<file path="src/rtl/line_ctrl_pkg.sv">
// Shared types and helpers for the line-buffer sequencer.
package line_ctrl_pkg;

    typedef enum logic [2:0] {
        ST_IDLE,
        ST_LOAD,
        ST_DRAIN,
        ST_SHIFT,
        ST_PROCESS,
        ST_DONE
    } ctrl_state_t;

    localparam int MEM_READ_LATENCY = 1;

    function automatic int words_per_row(input int size_row);
        return size_row / 4;
    endfunction

endpackage

</file>
<file path="src/rtl/row_word_counter.sv">
// Word-column counter shared by row loads and result writes, plus the
// one-cycle delayed index/valid that follows each memory read into line c.
module row_word_counter #(
    parameter int WORDS = 88,
    parameter int IDX_W = $clog2(WORDS)
) (
    input  logic             clk,
    input  logic             reset,
    input  logic             clear,
    input  logic             advance,
    input  logic             read_issued,
    input  logic             direct_next,
    output logic             last,
    output logic             buffer_write,
    output logic [IDX_W-1:0] write_index
);

    localparam logic [IDX_W-1:0] LAST_K = IDX_W'(WORDS - 1);

    logic [IDX_W-1:0] k_q, k_d;
    logic             buffer_write_q, buffer_write_d;
    logic [IDX_W-1:0] write_index_q, write_index_d;

    assign last = (k_q == LAST_K);

    always_comb begin
        k_d = k_q;
        if (clear) begin
            k_d = '0;
        end else if (advance) begin
            k_d = last ? '0 : k_q + IDX_W'(1);
        end

        // Reads land one cycle later, so the load index trails k by a cycle;
        // result writes present the window select alongside the address.
        buffer_write_d = read_issued;
        write_index_d  = '0;
        if (direct_next) begin
            write_index_d = k_d;
        end else if (read_issued) begin
            write_index_d = k_q;
        end
    end

    always_ff @(posedge clk) begin
        if (reset) begin
            k_q            <= '0;
            buffer_write_q <= 1'b0;
            write_index_q  <= '0;
        end else begin
            k_q            <= k_d;
            buffer_write_q <= buffer_write_d;
            write_index_q  <= write_index_d;
        end
    end

    assign buffer_write = buffer_write_q;
    assign write_index  = write_index_q;

endmodule

</file>
<file path="src/rtl/line_buffer_ctrl.sv">
// Frame sequencer: loads rows into the three-line buffer, shifts lines and
// writes one filtered result row per buffered row triple.
module line_buffer_ctrl
    import line_ctrl_pkg::*;
#(
    parameter int SIZE_ROW    = 352,
    parameter int SIZE_COL    = 288,
    parameter int ADDR_W      = 16,
    parameter int RESULT_BASE = (SIZE_ROW / 4) * SIZE_COL
) (
    input  logic                          clk,
    input  logic                          reset,
    input  logic                          start,
    output logic                          finish,
    output logic                          en,
    output logic                          we,
    output logic [ADDR_W-1:0]             addr,
    output logic                          buffer_write,
    output logic [$clog2(SIZE_ROW/4)-1:0] write_index,
    output logic                          buffer_shift
);

    localparam int W     = words_per_row(SIZE_ROW);
    localparam int IDX_W = $clog2(SIZE_ROW / 4);
    localparam int ROW_W = $clog2(SIZE_COL);

    localparam logic [ADDR_W-1:0] W_A        = ADDR_W'(W);
    localparam logic [ADDR_W-1:0] RES_BASE_A = ADDR_W'(RESULT_BASE);
    localparam logic [ROW_W-1:0]  LAST_ROW   = ROW_W'(SIZE_COL - 1);

    if (SIZE_ROW % 4 != 0 || W < 2) begin : g_bad_row
        $error("line_buffer_ctrl: SIZE_ROW must be a multiple of 4 and at least 8");
    end
    if (SIZE_COL < 3) begin : g_bad_col
        $error("line_buffer_ctrl: SIZE_COL must be at least 3");
    end
    if (longint'(RESULT_BASE) + longint'(W) * longint'(SIZE_COL) - 1 >= (longint'(1) << ADDR_W)) begin : g_bad_addr
        $error("line_buffer_ctrl: result image exceeds ADDR_W address space");
    end
    if (MEM_READ_LATENCY != 1) begin : g_bad_lat
        $error("line_buffer_ctrl: delayed write path assumes one-cycle read latency");
    end

    ctrl_state_t       state_q, state_d;
    logic [ROW_W-1:0]  load_row_q, load_row_d;
    logic [ADDR_W-1:0] load_base_q, load_base_d;
    logic              en_q, en_d;
    logic              we_q, we_d;
    logic [ADDR_W-1:0] addr_q, addr_d;
    logic              buffer_shift_q, buffer_shift_d;
    logic              finish_q, finish_d;

    logic              cnt_clear, cnt_advance, cnt_last;
    logic [ADDR_W-1:0] proc_base;

    // Once load_row rows are buffered, the middle line is load_row-1.
    assign proc_base = RES_BASE_A + load_base_q - W_A;

    always_comb begin
        state_d        = state_q;
        load_row_d     = load_row_q;
        load_base_d    = load_base_q;
        en_d           = 1'b0;
        we_d           = 1'b0;
        addr_d         = '0;
        buffer_shift_d = 1'b0;
        finish_d       = 1'b0;
        cnt_clear      = 1'b0;
        cnt_advance    = 1'b0;

        case (state_q)
            ST_IDLE: begin
                if (start) begin
                    state_d     = ST_LOAD;
                    load_row_d  = '0;
                    load_base_d = '0;
                    en_d        = 1'b1;
                    cnt_clear   = 1'b1;
                end
            end
            ST_LOAD: begin
                cnt_advance = 1'b1;
                if (cnt_last) begin
                    state_d = ST_DRAIN;
                end else begin
                    en_d   = 1'b1;
                    addr_d = addr_q + ADDR_W'(1);
                end
            end
            ST_DRAIN: begin
                cnt_clear = 1'b1;
                if (load_row_q < ROW_W'(2)) begin
                    state_d        = ST_SHIFT;
                    buffer_shift_d = 1'b1;
                end else begin
                    state_d = ST_PROCESS;
                    en_d    = 1'b1;
                    we_d    = 1'b1;
                    addr_d  = proc_base;
                end
            end
            ST_SHIFT: begin
                cnt_clear   = 1'b1;
                state_d     = ST_LOAD;
                load_row_d  = load_row_q + ROW_W'(1);
                load_base_d = load_base_q + W_A;
                en_d        = 1'b1;
                addr_d      = load_base_q + W_A;
            end
            ST_PROCESS: begin
                cnt_advance = 1'b1;
                if (cnt_last) begin
                    if (load_row_q < LAST_ROW) begin
                        state_d        = ST_SHIFT;
                        buffer_shift_d = 1'b1;
                    end else begin
                        state_d  = ST_DONE;
                        finish_d = 1'b1;
                    end
                end else begin
                    en_d   = 1'b1;
                    we_d   = 1'b1;
                    addr_d = addr_q + ADDR_W'(1);
                end
            end
            ST_DONE: begin
                state_d = ST_IDLE;
            end
            default: begin
                state_d = ST_IDLE;
            end
        endcase
    end

    always_ff @(posedge clk) begin
        if (reset) begin
            state_q        <= ST_IDLE;
            load_row_q     <= '0;
            load_base_q    <= '0;
            en_q           <= 1'b0;
            we_q           <= 1'b0;
            addr_q         <= '0;
            buffer_shift_q <= 1'b0;
            finish_q       <= 1'b0;
        end else begin
            state_q        <= state_d;
            load_row_q     <= load_row_d;
            load_base_q    <= load_base_d;
            en_q           <= en_d;
            we_q           <= we_d;
            addr_q         <= addr_d;
            buffer_shift_q <= buffer_shift_d;
            finish_q       <= finish_d;
        end
    end

    row_word_counter #(
        .WORDS (W),
        .IDX_W (IDX_W)
    ) u_counter (
        .clk          (clk),
        .reset        (reset),
        .clear        (cnt_clear),
        .advance      (cnt_advance),
        .read_issued  (state_q == ST_LOAD),
        .direct_next  (state_d == ST_PROCESS),
        .last         (cnt_last),
        .buffer_write (buffer_write),
        .write_index  (write_index)
    );

    assign en           = en_q;
    assign we           = we_q;
    assign addr         = addr_q;
    assign buffer_shift = buffer_shift_q;
    assign finish       = finish_q;

endmodule

</file>
<file path="config.mk">
export PLATFORM = sky130hd
export DESIGN_NAME = line_buffer_ctrl
export DESIGN_NICKNAME = d
export VERILOG_FILES = /design/src/rtl/line_ctrl_pkg.sv /design/src/rtl/row_word_counter.sv /design/src/rtl/line_buffer_ctrl.sv
export SDC_FILE = /design/constraint.sdc
export NUM_CORES = 1
export LEC_CHECK = 0
export BUFFER_PORTS_ARGS = -buffer_cell sky130_fd_sc_hd__buf_2
export CAP_MARGIN = 10
export CORE_MARGIN = 2
export CORE_UTILIZATION = 64
export DETAILED_ROUTE_END_ITERATION = 6
export PLACE_DENSITY = 0.85
export SLEW_MARGIN = 40
export SYNTH_ARGS = -nofsm -noshare
export SYNTH_HDL_FRONTEND = slang
export SYNTH_SLANG_ARGS = --single-unit
</file>
<file path="constraint.sdc">
create_clock -name clk -period 3.7 [get_ports clk]
set_clock_uncertainty 0.05 [all_clocks]
set_input_delay 0.37 -clock clk [delete_from_list [all_inputs] [get_ports clk]]
set_output_delay 0.37 -clock clk [all_outputs]
set_load 0.02 [all_outputs]
</file>
==> run summary <==
Slew of the pin with the lowest slew margin: 0.810 ns
CTS Buf Count: 9
ANT nets after route: 0
Fin. Hold Viols: 0
WL per Instance: 16.1 um
DIE WIDTH: 78.2 um
Worst min-delay path category: in2reg
Critical Path End Type: register
Crit path launch type: register
First-pass GRT wire length: 14400 um
Overall power: 1240 uW
Async S/R FF share, synth: 0%
Status: finished, final reports clean
Int Pwr: 952 uW
Prevailing post-synth register cell: dfxtp_1
Slew Viols, Final: 0
Reg clk slew, reported paths: 0.07 ns
Net Sw Frac: 23.5%
P_leak: 0.00138 uW
Rows: 27
Post-CTS Setup Inserts: 0
Endpoints failing setup: 0
Net Count, Synth: 452
CP peak stage delay: 0.85 ns
CTS Buffer Depth: 2
DRC viols: 0
Initial drt markers: 356
Clock Sinks: 60
Chain of cells forming the critical path: and3b_1 -> nor2_1 -> a21o_1 -> a21oi_1 -> nor2_1
Hpwl dp: 5650 um
Power share of the combinational group: 4.2%
Clk root buf: clkbuf_8
Io pins: 31
Fin worst setup slack: 1.18 ns
Initial Utilization: 65.2%
Yosys Warn Count: 0
Largest net degree at the start of global routing: 33
Area contributors post-synth: dfxtp_1, a21oi_1, nand2_1, nor2_1, xnor2_1
Mapped Cells: 444
Via count: 3477
Total core area: 5410 sq um
Setup_tns: 0 ns
Die H: 78.2 um
Distinct cell type count after synthesis: 71
Max H-tree Level: 3
Critical path required time: 3.86 ns
Initial antenna violation count: 0
Arr. time, crit path: 2.69 ns
Hold Buf Count CTS: 0
Inserted Diodes: 0
Total grt overflow: 0
Switch Pwr: 292 uW
Gr usage total: 29.1%
Clk network pwr share: 43.1%
Drt pass-1 iters: 5
Number of global-route vias before repair: 3057
Post-Syn Area: 3520 sq um
Post-synth EDFFs: 0
Dpl ws: 1.25 ns
Seq pwr share: 52.7%
Drt total wl: 8570 um
Top post-synthesis cells by count: dfxtp_1, nand2_1, a21oi_1
Synth area leader: dfxtp_1
Count leader, synth: dfxtp_1
Buffers on Ports: 30
Gpl congestion: 0.900
RSZ-0062 raised after global routing: no
Share of layout cells above drive strength 1: 14.6%
Post-CTS sizing: 0
CTS tree: yes
Placed cell count: 517
Die ar.: 6110 sq um
Sequential area share after synthesis: 34.1%
Most Frequent Cell on Critical Path: nor2_1
Kind of critical path: reg2reg
Final min period: 2.52 ns
Yosys reg bits: 60
Cell Count, Final, Fillers Out: 531
P&R area growth vs syn: 8.06%
Max Fanout on Critical Path: 25
P per Cell Area: 327 nW/um^2
Crit share post-route: 68.2%
Number of vias per cell: 6.55
Worst-Skew Late Latency: 0.34 ns
Mean Syn Cell Area: 7.94 sq um
Layout Nets: 464
Fmax: 396 MHz
Worst slew margin: 45.9%
Share of the synthesized area in the top cell type: 34.1%
CP max stage cell: dfxtp_1
Peak supply drop: 203 uV
Max cap viols: 0
## cells in the final DEF (no fill, tap or decap), types with 4 or more instances in the layout
master / instances
nand3_1: 16
nor3_1: 14
nand4_1: 9
a21o_1: 4
nor2_1: 42
buf_2: 30
clkbuf_8: 12
ha_1: 5
a21oi_1: 43
inv_1: 10
o21ai_0: 22
xor2_1: 7
nand3b_1: 4
and3_1: 8
o211ai_1: 10
a311oi_1: 5
xnor2_1: 13
nor4_1: 9
dfxtp_1: 60
nor2b_1: 5
o21a_1: 4
or2_2: 4
or3_1: 6
o31a_1: 4
a31oi_1: 4
nand2_1: 44
## cell families (layout without fill, tap and decap cells)
kind of cell	after synthesis	count (layout)	share of synthesized area (%)
buffers and inverters	42	57	5.86
flip-flops	60	60	34.1
multiplexers	4	4	1.24
adder cells (fa/ha/maj)	5	5	1.78
AO/OA/AOI/OAI	133	133	25.5
XOR/XNOR	21	21	5.43
AND/OR/NAND/NOR	179	179	26.1
## final cells by class
| cell class | instances | area (sq um) |
|---|---|---|
| multi-input cells | 342 | 2130 |
| fillers | 421 | 1600 |
| flip-flops and latches | 60 | 1200 |
| repair buffers | 33 | 173 |
| clock buffers | 12 | 165 |
| well taps | 72 | 90.1 |
| inverters | 10 | 37.5 |
| clock inverters | 2 | 10.0 |
## state kept, by name, summed over array words and instances, names as in the netlist, 3 cells and up
| name | cells |
|---|---|
| load_row_q | 9 |
| addr | 16 |
| state_q | 3 |
| u_counter.k_q | 7 |
| u_counter.write_index | 7 |
| load_base_q | 13 |
## per-layer routing
| metal | global-route usage, % | vias up | wire, um |
|---|---|---|---|
| met3 | 5.06 | 14 | 732 |
| met2 | 44.2 | 178 | 3910 |
| met4 | 12.8 | 0 | 124 |
| li1 | - | 1653 | - |
| met1 | 40.5 | 1632 | 3810 |
| met5 | 0 | - | 0 |
## power groups by stage
| stage | Combinational (uW) | Clock, uW | Sequential [uW] |
|---|---|---|---|
| 6_report | 52.0 | 537 | 655 |
| 5_1_grt | 57.3 | 565 | 656 |
| 4_1_cts | 51.1 | 538 | 655 |
| 3_5_place_dp | 50.5 | 0 | 670 |
| 3_3_place_gp | 49.8 | 0 | 669 |
| 2_1_floorplan | 39.1 | 0 | 668 |
## worst paths after layout
path,start,endpoint,slack [ns],cells past startpoint
hold reg to reg,addr[0],addr[0],0.42,1
hold / removal,start,state_q[0],0.41,4
setup / recovery,state_q[1],load_base_q[10],1.18,5
setup reg to reg,state_q[1],load_base_q[10],1.18,5
## critical path, delay by kind of cell (launching register included)
kind	cells	cell delay, ns
compound gates	2	0.37
flops	1	0.85
simple gates	3	1.12
## per-stage QoR
step | util [%] | area, sq um | hold WS (ns)
2_1_floorplan | - | 3520 | 0.403
3_3_place_gp | 66.9 | 3620 | 0.395
3_5_place_dp | 66.9 | 3620 | 0.405
4_1_cts | 70.2 | 3790 | 0.409
5_1_grt | 70.4 | 3810 | 0.433
6_report | 70.4 | 3810 | 0.410
Note: power is estimated with default switching activity, not from simulation.
